==> src/rtl/osc_wave_render.sv <==
// osc_wave_render: VGA timing generator and oscilloscope trace plotter fed from the capture RAM.
// Optional macro OSC_VLINE_EN draws the trace as a connected vertical-line plot (default: dot plot).
module osc_wave_render #(
  parameter int PIX_DIV  = 2,
  parameter int H_ACTIVE = 640,
  parameter int H_FP     = 16,
  parameter int H_SYNC   = 96,
  parameter int H_BP     = 48,
  parameter int V_ACTIVE = 480,
  parameter int V_FP     = 10,
  parameter int V_SYNC   = 2,
  parameter int V_BP     = 33,
  parameter int WAVE_TOP = 112,
  parameter int DEPTH    = 8000
) (
  input  logic        clk,
  input  logic        rst,
  input  logic        show_en,
  input  logic [1:0]  show_sel,
  input  logic [12:0] show_addr,
  input  logic        result_out,
  input  logic [7:0]  sel_data_in,
  output logic [12:0] ram_raddr,
  input  logic [7:0]  ram_rdata,
  output logic        vga_hs,
  output logic        vga_vs,
  output logic [15:0] vga_rgb,
  output logic        vga_rdy
);

  localparam int H_TOTAL = H_ACTIVE + H_FP + H_SYNC + H_BP;
  localparam int V_TOTAL = V_ACTIVE + V_FP + V_SYNC + V_BP;
  localparam logic [7:0]  DIV_LAST = 8'(PIX_DIV - 1);
  localparam logic [9:0]  H_LAST   = 10'(H_TOTAL - 1);
  localparam logic [9:0]  V_LAST   = 10'(V_TOTAL - 1);
  localparam logic [9:0]  H_ACT    = 10'(H_ACTIVE);
  localparam logic [9:0]  V_ACT    = 10'(V_ACTIVE);
  localparam logic [9:0]  HS_BEG   = 10'(H_ACTIVE + H_FP);
  localparam logic [9:0]  HS_END   = 10'(H_ACTIVE + H_FP + H_SYNC);
  localparam logic [9:0]  VS_BEG   = 10'(V_ACTIVE + V_FP);
  localparam logic [9:0]  VS_END   = 10'(V_ACTIVE + V_FP + V_SYNC);
  localparam logic [9:0]  V_RDY    = 10'(V_ACTIVE - 1);
  localparam logic [9:0]  H_CTR    = 10'(H_ACTIVE / 2);
  localparam logic [9:0]  WT10     = 10'(WAVE_TOP);
  localparam logic [10:0] WIN_BEG  = 11'(WAVE_TOP);
  localparam logic [10:0] WIN_END  = 11'(WAVE_TOP + 256);
  localparam logic [13:0] DEPTH_W  = 14'(DEPTH);

  // Per-pixel attributes carried alongside the RAM read so colour and syncs stay aligned.
  typedef struct packed {
    logic       act;
    logic       win;
    logic [7:0] row;
    logic       ctr;
    logic       grid;
    logic       hsa;
    logic       vsa;
`ifdef OSC_VLINE_EN
    logic       col0;
`endif
  } pix_t;

  logic [7:0]  div_q, div_d;
  logic [9:0]  hcnt_q, hcnt_d, vcnt_q, vcnt_d;
  logic [12:0] base_q, base_d;
  logic [1:0]  sel_q, sel_d;
  logic        en_q, en_d, mark_q, mark_d;
  logic [7:0]  thr_q, thr_d;
  logic [12:0] raddr_q, raddr_d;
  pix_t        p1_q, p1_d, p2_q, p2_d, pix_s;
  logic [7:0]  sample_q, sample_d;
  logic [15:0] rgb_q, rgb_d, rgb_s;
  logic        hs_q, hs_d, vs_q, vs_d, rdy_q, rdy_d;

  logic        pix_en_s, origin_s, hact_s, vwin_s, trace_s, mark_s, show_s;
  logic [12:0] base_cur_s, addr_wrap_s;
  logic [13:0] addr_sum_s;
  logic [7:0]  wy_s;

  assign pix_en_s    = (div_q == DIV_LAST);
  assign origin_s    = (hcnt_q == 10'd0) && (vcnt_q == 10'd0);
  assign hact_s      = (hcnt_q < H_ACT);
  // The origin pixel uses the incoming address so column 0 already sees the new frame's base.
  assign base_cur_s  = origin_s ? show_addr : base_q;
  assign addr_sum_s  = {1'b0, base_cur_s} + {4'b0, hcnt_q};
  assign addr_wrap_s = (addr_sum_s >= DEPTH_W) ? 13'(addr_sum_s - DEPTH_W) : addr_sum_s[12:0];
  assign vwin_s      = ({1'b0, vcnt_q} >= WIN_BEG) && ({1'b0, vcnt_q} < WIN_END);
  assign wy_s        = 8'(vcnt_q - WT10);

  always_comb begin
    pix_s      = '0;
    pix_s.act  = hact_s && (vcnt_q < V_ACT);
    pix_s.win  = vwin_s;
    pix_s.row  = ~wy_s;
    pix_s.ctr  = (hcnt_q == H_CTR);
    pix_s.grid = (hcnt_q[5:0] == 6'd0) || (vwin_s && (wy_s[4:0] == 5'd0));
    pix_s.hsa  = (hcnt_q >= HS_BEG) && (hcnt_q < HS_END);
    pix_s.vsa  = (vcnt_q >= VS_BEG) && (vcnt_q < VS_END);
`ifdef OSC_VLINE_EN
    pix_s.col0 = (hcnt_q == 10'd0);
`endif
  end

`ifdef OSC_VLINE_EN
  logic [7:0] prev_q, prev_d, lo_s, hi_s;
  assign lo_s    = (p2_q.col0 || (sample_q < prev_q)) ? sample_q : prev_q;
  assign hi_s    = (p2_q.col0 || (sample_q > prev_q)) ? sample_q : prev_q;
  assign trace_s = p2_q.win && (lo_s <= p2_q.row) && (p2_q.row <= hi_s);
`else
  assign trace_s = p2_q.win && (sample_q == p2_q.row);
`endif

  assign mark_s = p2_q.win && mark_q && (p2_q.row == thr_q);
  assign show_s = p2_q.act && en_q && (sel_q != 2'b00);

  always_comb begin
    rgb_s = 16'h0000;
    if (!show_s)                     rgb_s = 16'h0000;
    else if (sel_q[1] && trace_s)    rgb_s = 16'hFFE0;
    else if (mark_s)                 rgb_s = 16'hF800;
    else if (sel_q[0] && p2_q.ctr)   rgb_s = 16'h07FF;
    else if (sel_q[0] && p2_q.grid)  rgb_s = 16'h4208;
    else                             rgb_s = 16'h0000;
  end

  always_comb begin
    div_d    = (div_q == DIV_LAST) ? 8'd0 : div_q + 8'd1;
    hcnt_d   = hcnt_q;
    vcnt_d   = vcnt_q;
    base_d   = base_q;
    sel_d    = sel_q;
    en_d     = en_q;
    thr_d    = thr_q;
    mark_d   = mark_q;
    raddr_d  = raddr_q;
    p1_d     = p1_q;
    p2_d     = p2_q;
    sample_d = sample_q;
    rgb_d    = rgb_q;
    hs_d     = hs_q;
    vs_d     = vs_q;
    rdy_d    = 1'b0;
`ifdef OSC_VLINE_EN
    prev_d   = prev_q;
`endif
    if (pix_en_s) begin
      hcnt_d = (hcnt_q == H_LAST) ? 10'd0 : hcnt_q + 10'd1;
      if (hcnt_q == H_LAST) vcnt_d = (vcnt_q == V_LAST) ? 10'd0 : vcnt_q + 10'd1;
      else                  vcnt_d = vcnt_q;
      if (origin_s) begin
        base_d = show_addr;
        sel_d  = show_sel;
        en_d   = show_en;
        thr_d  = sel_data_in;
        mark_d = result_out;
      end else begin
        base_d = base_q;
      end
      raddr_d  = hact_s ? addr_wrap_s : raddr_q;
      p1_d     = pix_s;
      p2_d     = p1_q;
      sample_d = ram_rdata;
      rgb_d    = rgb_s;
      hs_d     = ~p2_q.hsa;
      vs_d     = ~p2_q.vsa;
      rdy_d    = (vcnt_q == V_RDY) && (hcnt_q == H_LAST);
`ifdef OSC_VLINE_EN
      prev_d   = sample_q;
`endif
    end else begin
      rdy_d = 1'b0;
    end
  end

  always_ff @(posedge clk or posedge rst) begin
    if (rst) begin
      div_q    <= 8'd0;
      hcnt_q   <= 10'd0;
      vcnt_q   <= 10'd0;
      base_q   <= 13'd0;
      sel_q    <= 2'd0;
      en_q     <= 1'b0;
      thr_q    <= 8'd0;
      mark_q   <= 1'b0;
      raddr_q  <= 13'd0;
      p1_q     <= '0;
      p2_q     <= '0;
      sample_q <= 8'd0;
      rgb_q    <= 16'h0000;
      hs_q     <= 1'b1;
      vs_q     <= 1'b1;
      rdy_q    <= 1'b0;
`ifdef OSC_VLINE_EN
      prev_q   <= 8'd0;
`endif
    end else begin
      div_q    <= div_d;
      hcnt_q   <= hcnt_d;
      vcnt_q   <= vcnt_d;
      base_q   <= base_d;
      sel_q    <= sel_d;
      en_q     <= en_d;
      thr_q    <= thr_d;
      mark_q   <= mark_d;
      raddr_q  <= raddr_d;
      p1_q     <= p1_d;
      p2_q     <= p2_d;
      sample_q <= sample_d;
      rgb_q    <= rgb_d;
      hs_q     <= hs_d;
      vs_q     <= vs_d;
      rdy_q    <= rdy_d;
`ifdef OSC_VLINE_EN
      prev_q   <= prev_d;
`endif
    end
  end

  assign ram_raddr = raddr_q;
  assign vga_hs    = hs_q;
  assign vga_vs    = vs_q;
  assign vga_rgb   = rgb_q;
  assign vga_rdy   = rdy_q;

endmodule

==> config.mk <==
export PLATFORM = sky130hd
export DESIGN_NAME = osc_wave_render
export DESIGN_NICKNAME = d
export VERILOG_FILES = /design/src/rtl/osc_wave_render.sv
export SDC_FILE = /design/constraint.sdc
export NUM_CORES = 1
export LEC_CHECK = 0
export CAP_MARGIN = 20
export CELL_PAD_IN_SITES_DETAIL_PLACEMENT = 1
export CELL_PAD_IN_SITES_GLOBAL_PLACEMENT = 1
export CORE_MARGIN = 3
export CORE_UTILIZATION = 44
export CTS_CLUSTER_DIAMETER = 200
export DETAILED_ROUTE_END_ITERATION = 16
export GPL_ROUTABILITY_DRIVEN = 0
export MAX_ROUTING_LAYER = met4
export PLACE_DENSITY_LB_ADDON = 0.05
export SLEW_MARGIN = 20
export SYNTH_ARGS = -nofsm -noshare
export SYNTH_HDL_FRONTEND = slang
export SYNTH_SLANG_ARGS = --single-unit
==> constraint.sdc <==
create_clock -name clk -period 5.9 [get_ports clk]
set_input_delay 1.18 -clock clk [delete_from_list [all_inputs] [get_ports clk]]
set_output_delay 1.18 -clock clk [all_outputs]
set_load 0.02 [all_outputs]
# Yosys cells after proc, flatten, opt, wreduce, memory -nomap -nowiden
# Index checks and enable logic that the tools add are counted.
totals:
  reg_bits: 121
  output_inout_bits: 32
  elab_cells: 88
classes:
  add_sub_neg: 6
  n_lt_le_gt_ge: 9
  n_eq_ne: 7
  muxes: 11
  n_bitwise: 3
  reduce_logical: 24
op_table:
  columns: ["op", "count"]
  rows:
  - ["$mux 16", 3]
  - ["$lt 10x9->1 const B", 3]
  - ["$mux 15", 2]
  - ["$mux 13", 2]
  - ["$add 10x1->10 const B", 2]
  - ["$eq 10x10->1 const B", 2]
  - ["$eq 10x9->1 const B", 2]
  - ["$logic_not 10->1", 2]
  - ["$lt 10x10->1 const B", 2]
  - ["$mux 10", 2]
  - ["$eq 8x8->1", 2]
  - ["$logic_and 1x1->1", 15]
  - ["$add 13x10->14", 1]
  - ["$ge 14x13->1 const B", 1]
  - ["$sub 13x13->13 const B", 1]
  - ["$ge 10x10->1 const B", 1]
  - ["$ge 10x7->1 const B", 1]
  - ["$ge 10x9->1 const B", 1]
  - ["$add 8x1->8 const B", 1]
  - ["$eq 8x1->1 const B", 1]
  - ["$mux 8", 1]
  - ["$not 8->8", 1]
  - ["$sub 8x7->8 const B", 1]
  - ["$logic_not 6->1", 1]
  - ["other kinds (6)", 9]

# Longest topological paths before layout
logic_depth:
  ltp_word: 6
  depth_mapped: 19
  ltp_nobuf: 17

# Worst setup path before layout
# No wires, ideal clock.
synth_timing:
  path_type: "register to register"
  from: "register vcnt_q[0]"
  to: "register raddr_q[11], in the netlist ram_raddr[11]"
  setup_time_ns: 0.135
  arrival_time_ns: 4.466
  slack_ns: 1.299
  stages_incl_launch_ff: 19
  synth_period_minus_slack_ns: 4.601
  cell_sequence: "dfrtp_1 inv_1 ha_1 nor3b_1 nand3_2 nor2_8 buf_1 mux2_2 ha_1 fa_1 a21o_1 a221oi_2 xnor2_1 ha_1 nand2_1 o41ai_1 nand3_1 a211oi_1 o31ai_1"
synth_via:
  elab_chain_len: 6
  word_cells_on_any_way: 7
  classes_between: "2 x add/sub; 1 x order compare; 2 x mux; 2 x reduce/logical"
synth_lines:
  columns: ["element", "line_no", "rtl"]
  rows:
  - ["start, declared", "64", "logic [9:0] hcnt_q, hcnt_d, vcnt_q, vcnt_d;"]
  - ["start signal, assigned", "199", "vcnt_q <= vcnt_d;"]
  - ["$logic_not 10->1 *", "81", "assign origin_s = (hcnt_q == 10'd0) && (vcnt_q == 10'd0);"]
  - ["$logic_and 1x1->1 *", "81", null]
  - ["$mux 13 *", null, null]
  - ["net base_cur_s[0]", "76", "logic [12:0] base_cur_s, addr_wrap_s;"]
  - ["$add 13x10->14 *", "85", "assign addr_sum_s = {1'b0, base_cur_s} + {4'b0, hcnt_q};"]
  - ["$sub 13x13->13 or $ge 14x13->1 (tied branches)", "86", "assign addr_wrap_s = (addr_sum_s >= DEPTH_W) ? 13'(addr_sum_s - DEPTH_W) : addr_sum_s[12:0];"]
  - ["$mux 13 *", "86", null]
  - ["end signal, assigned", "205", "raddr_q <= raddr_d;"]
  - ["end, declared", "69", "logic [12:0] raddr_q, raddr_d;"]
# The timed path passes the listed nets; every way through them passes the cells marked *.
# A chain may end at the register's enable or synchronous reset.

# Final worst setup path
# Ends and elaborated chain as after synthesis.

==> metrics.txt <==
Setup TNS=0 ps; CP max-delay cell=o41ai_1; GRT Util Overall=0.214; routed wl met2=6.67 mm; Final Slew Violations=0; worst skew pair latency=350 ps; register clock-pin slew on the reported worst setup and hold paths=70 ps; Layout Cells excl Fill=824; Worst path max stage delay=530 ps; # clock sinks=111; dominant synthesized flop cell=dfrtp_1; multi-input logic area=2960 um^2; Die X=122 um; fin area=6970 um^2; WL met3=630 um; die area=15000 um^2; placed cell area=6690 um^2; Startpoint Class=flop; filler cell count in the final layout=1465; pwr dens=217 nW/um^2; Clk Tree Root Cell=clkbuf_16; Final min period=5030 ps; distinct cell type count after synthesis=62; syn nets=658; Hold Slack=431 ps; largest net degree at the start of global routing=72; post-route setup slack=874 ps; Top Layer Used=met4; # H-tree levels=3; status=finished clean; fmax=199 MHz; TritonCTS buffer count=9; DRT Pass-1 Iters=4; CP required=6110 ps; FP Rows=41; starting density of the core=0.461; Synth warnings=0; cell mode on critical path=ha_1; Setup crit end kind=flop; clock skew=6.41 ps; placed insts=808; DR iter-0 viols=227; count of nets after finishing=706; wire length on met1=6.98 mm; Tightest Pin Transition=881 ps; Mapped Avg Cell Area=9.96 um^2; async set or reset register ratio after synthesis=1.00; vias in the first global route=4724; max_cap viols=0; clock buffer depth=2; Final Hold Viols=0; Via density=5.42; via count=4467; Slew headroom=0.412; endpoints failing setup=0; first-pass GRT wire length=24.5 mm; share of post-route cells with drive strength above 1=0.110; WL per Instance=17.5 um; port bufs=66; # IOs=67; ANT nets after route=0; DP Worst Slack=919 ps; Post-DP HPWL=10.5 mm; Leakage=3.03 nW; post-synth design cell area=5970 um^2; CP Max Fanout=15; RSZ-0062 raised after global routing=no; Hold/Removal Path Class=reg2reg; setup bufs post-CTS=0; WS Path Type=reg2reg; period utilisation layout=0.852; post-synthesis sequential area ratio=0.466; Resized cells post-CTS=0; overflow left after global routing=0; DRC errors left=0; initial antenna violation count=0; EDFF count, synth=0; Mapped Cells=599; Worst VDD drop=0.175 mV; Die Y=122 um; routed wire length=14.4 mm; register area=2780 um^2; Antenna Cells=0; synthesis-to-layout area growth=16.9%; # hold bufs at CTS=0; CTS tree=yes; core box area=12900 um^2; critical path cell sequence=inv_1 > ha_1 > nor3b_1 > nand3_2 > nor2_8 > mux2_2 > ha_1 > fa_1 > a21o_1 > a221oi_2 > xnor2_1 > ha_1 > nand2_1 > o41ai_1 > nand3_1 > a211oi_1 > o31ai_1; post-synthesis register bit count=111; CP arrival=5230 ps
==> registers in the layout (all words and copies together), names as in the netlist <==
name and count:
vga_vs 1, ram_raddr 13, en_q 1, div_q 8
vga_rgb 6, vga_hs 1, hcnt_q 10, mark_q 1
vcnt_q 10, vga_rdy 1, base_q 13, sample_q 8
sel_q 2, p1_q 14, p2_q 14, thr_q 8
==> routing by layer <==
layer	vias to the layer above	GRT usage
li1	2157	-
met1	2203	0.295
met2	96	0.331
met3	11	0.0465
met4	0	0.0413
met5	-	-
==> power breakdown <==
group | total, W | switching, W | internal, W
clock network | 0.000577 | 0.000268 | 0.000309
registers | 0.000794 | 0.0000131 | 0.000781
logic | 0.000145 | 0.0000762 | 0.0000688
total | 0.00152 | 0.000357 | 0.00116
==> logic make-up (layout without fill, tap and decap cells) <==
logic type | Yosys count | after routing | synth area share
compound gates | 81 | 81 | 0.0921
xor+xnor | 47 | 47 | 0.0690
fa+ha+maj | 24 | 24 | 0.0516
buf+inv | 47 | 100 | 0.0396
flops | 111 | 111 | 0.466
mux | 43 | 43 | 0.0801
simple gates | 246 | 246 | 0.202
==> critical path, delay by kind of cell (launching register included) <==
family | cells | cell delay, ps
flip-flops | 1 | 410
AO/OA/AOI/OAI | 5 | 1480
XOR/XNOR | 1 | 250
buffers and inverters | 1 | 140
multiplexers | 1 | 380
adder cells (fa/ha/maj) | 4 | 1020
AND/OR/NAND/NOR | 5 | 1200
==> final timing paths <==
kind | start | to | slack, ps | depth (start not counted)
max | vcnt_q[0]$_DFFE_PP0P_ | ram_raddr[11]$_DFFE_PP0P_ | 870 | 17
min in group asynchronous | rst | sample_q[7]$_DFFE_PP0N_ | 1390 | 2
max reg2reg | vcnt_q[0]$_DFFE_PP0P_ | ram_raddr[11]$_DFFE_PP0P_ | 870 | 17
min reg2reg | p2_q[1]$_DFFE_PP0N_ | vga_hs$_DFFE_PP1N_ | 430 | 1
max in group asynchronous | rst | vga_hs$_DFFE_PP1N_ | 3450 | 3
min | p2_q[1]$_DFFE_PP0N_ | vga_hs$_DFFE_PP1N_ | 430 | 1
==> cells in the final DEF, fill, tap and decap left out, types with 13 or more instances in the layout <==
cell type	n
clkdlybuf4s50_1	66
dfrtp_1	109
ha_1	23
inv_1	14
mux2_2	38
nand2_1	123
nand3_1	24
nand4_1	13
nor2_1	35
o21ai_0	22
xnor2_1	26
xor2_1	21
==> stage by stage <==
step / utilization / total power [W]
final: 0.539 / 0.00152
after global routing: 0.539 / 0.00159
after CTS: 0.539 / 0.00154
after detailed placement: 0.518 / 0.000955
after global placement: 0.518 / 0.000950
after floorplan: - / 0.000886
==> Yosys cell counts, types with 3 or more instances <==
library cell	number	area (um^2)
mux2_2	38	428
o21ai_0	22	110
o21ai_1	4	20.0
a21oi_1	11	55.1
dfrtp_1	109	2730
a31oi_1	3	18.8
nor2_1	35	131
o21a_1	4	30.0
buf_2	3	15.0
nand4_1	13	81.3
buf_4	11	82.6
nand3_1	25	125
o41ai_1	4	35.0
xnor2_1	26	228
nor3_1	11	55.1
ha_1	23	288
mux2i_1	5	50.1
clkbuf_1	15	56.3
nor4_1	5	31.3
inv_1	15	56.3
a21o_1	10	75.1
and3_1	7	43.8
xor2_1	21	184
and2_1	5	31.3
o31ai_1	4	30.0
nand2_1	124	465
==> cell type report <==
class	count	area share
Tap cell	172	0.0309
Timing Repair Buffer	69	0.0980
Sequential cell	111	0.399
Clock buffer	13	0.0373
Multi-Input combinational cell	441	0.424
Inverter	15	0.00844
Clock inverter	3	0.00251
Note: power is estimated with default switching activity, not from simulation.
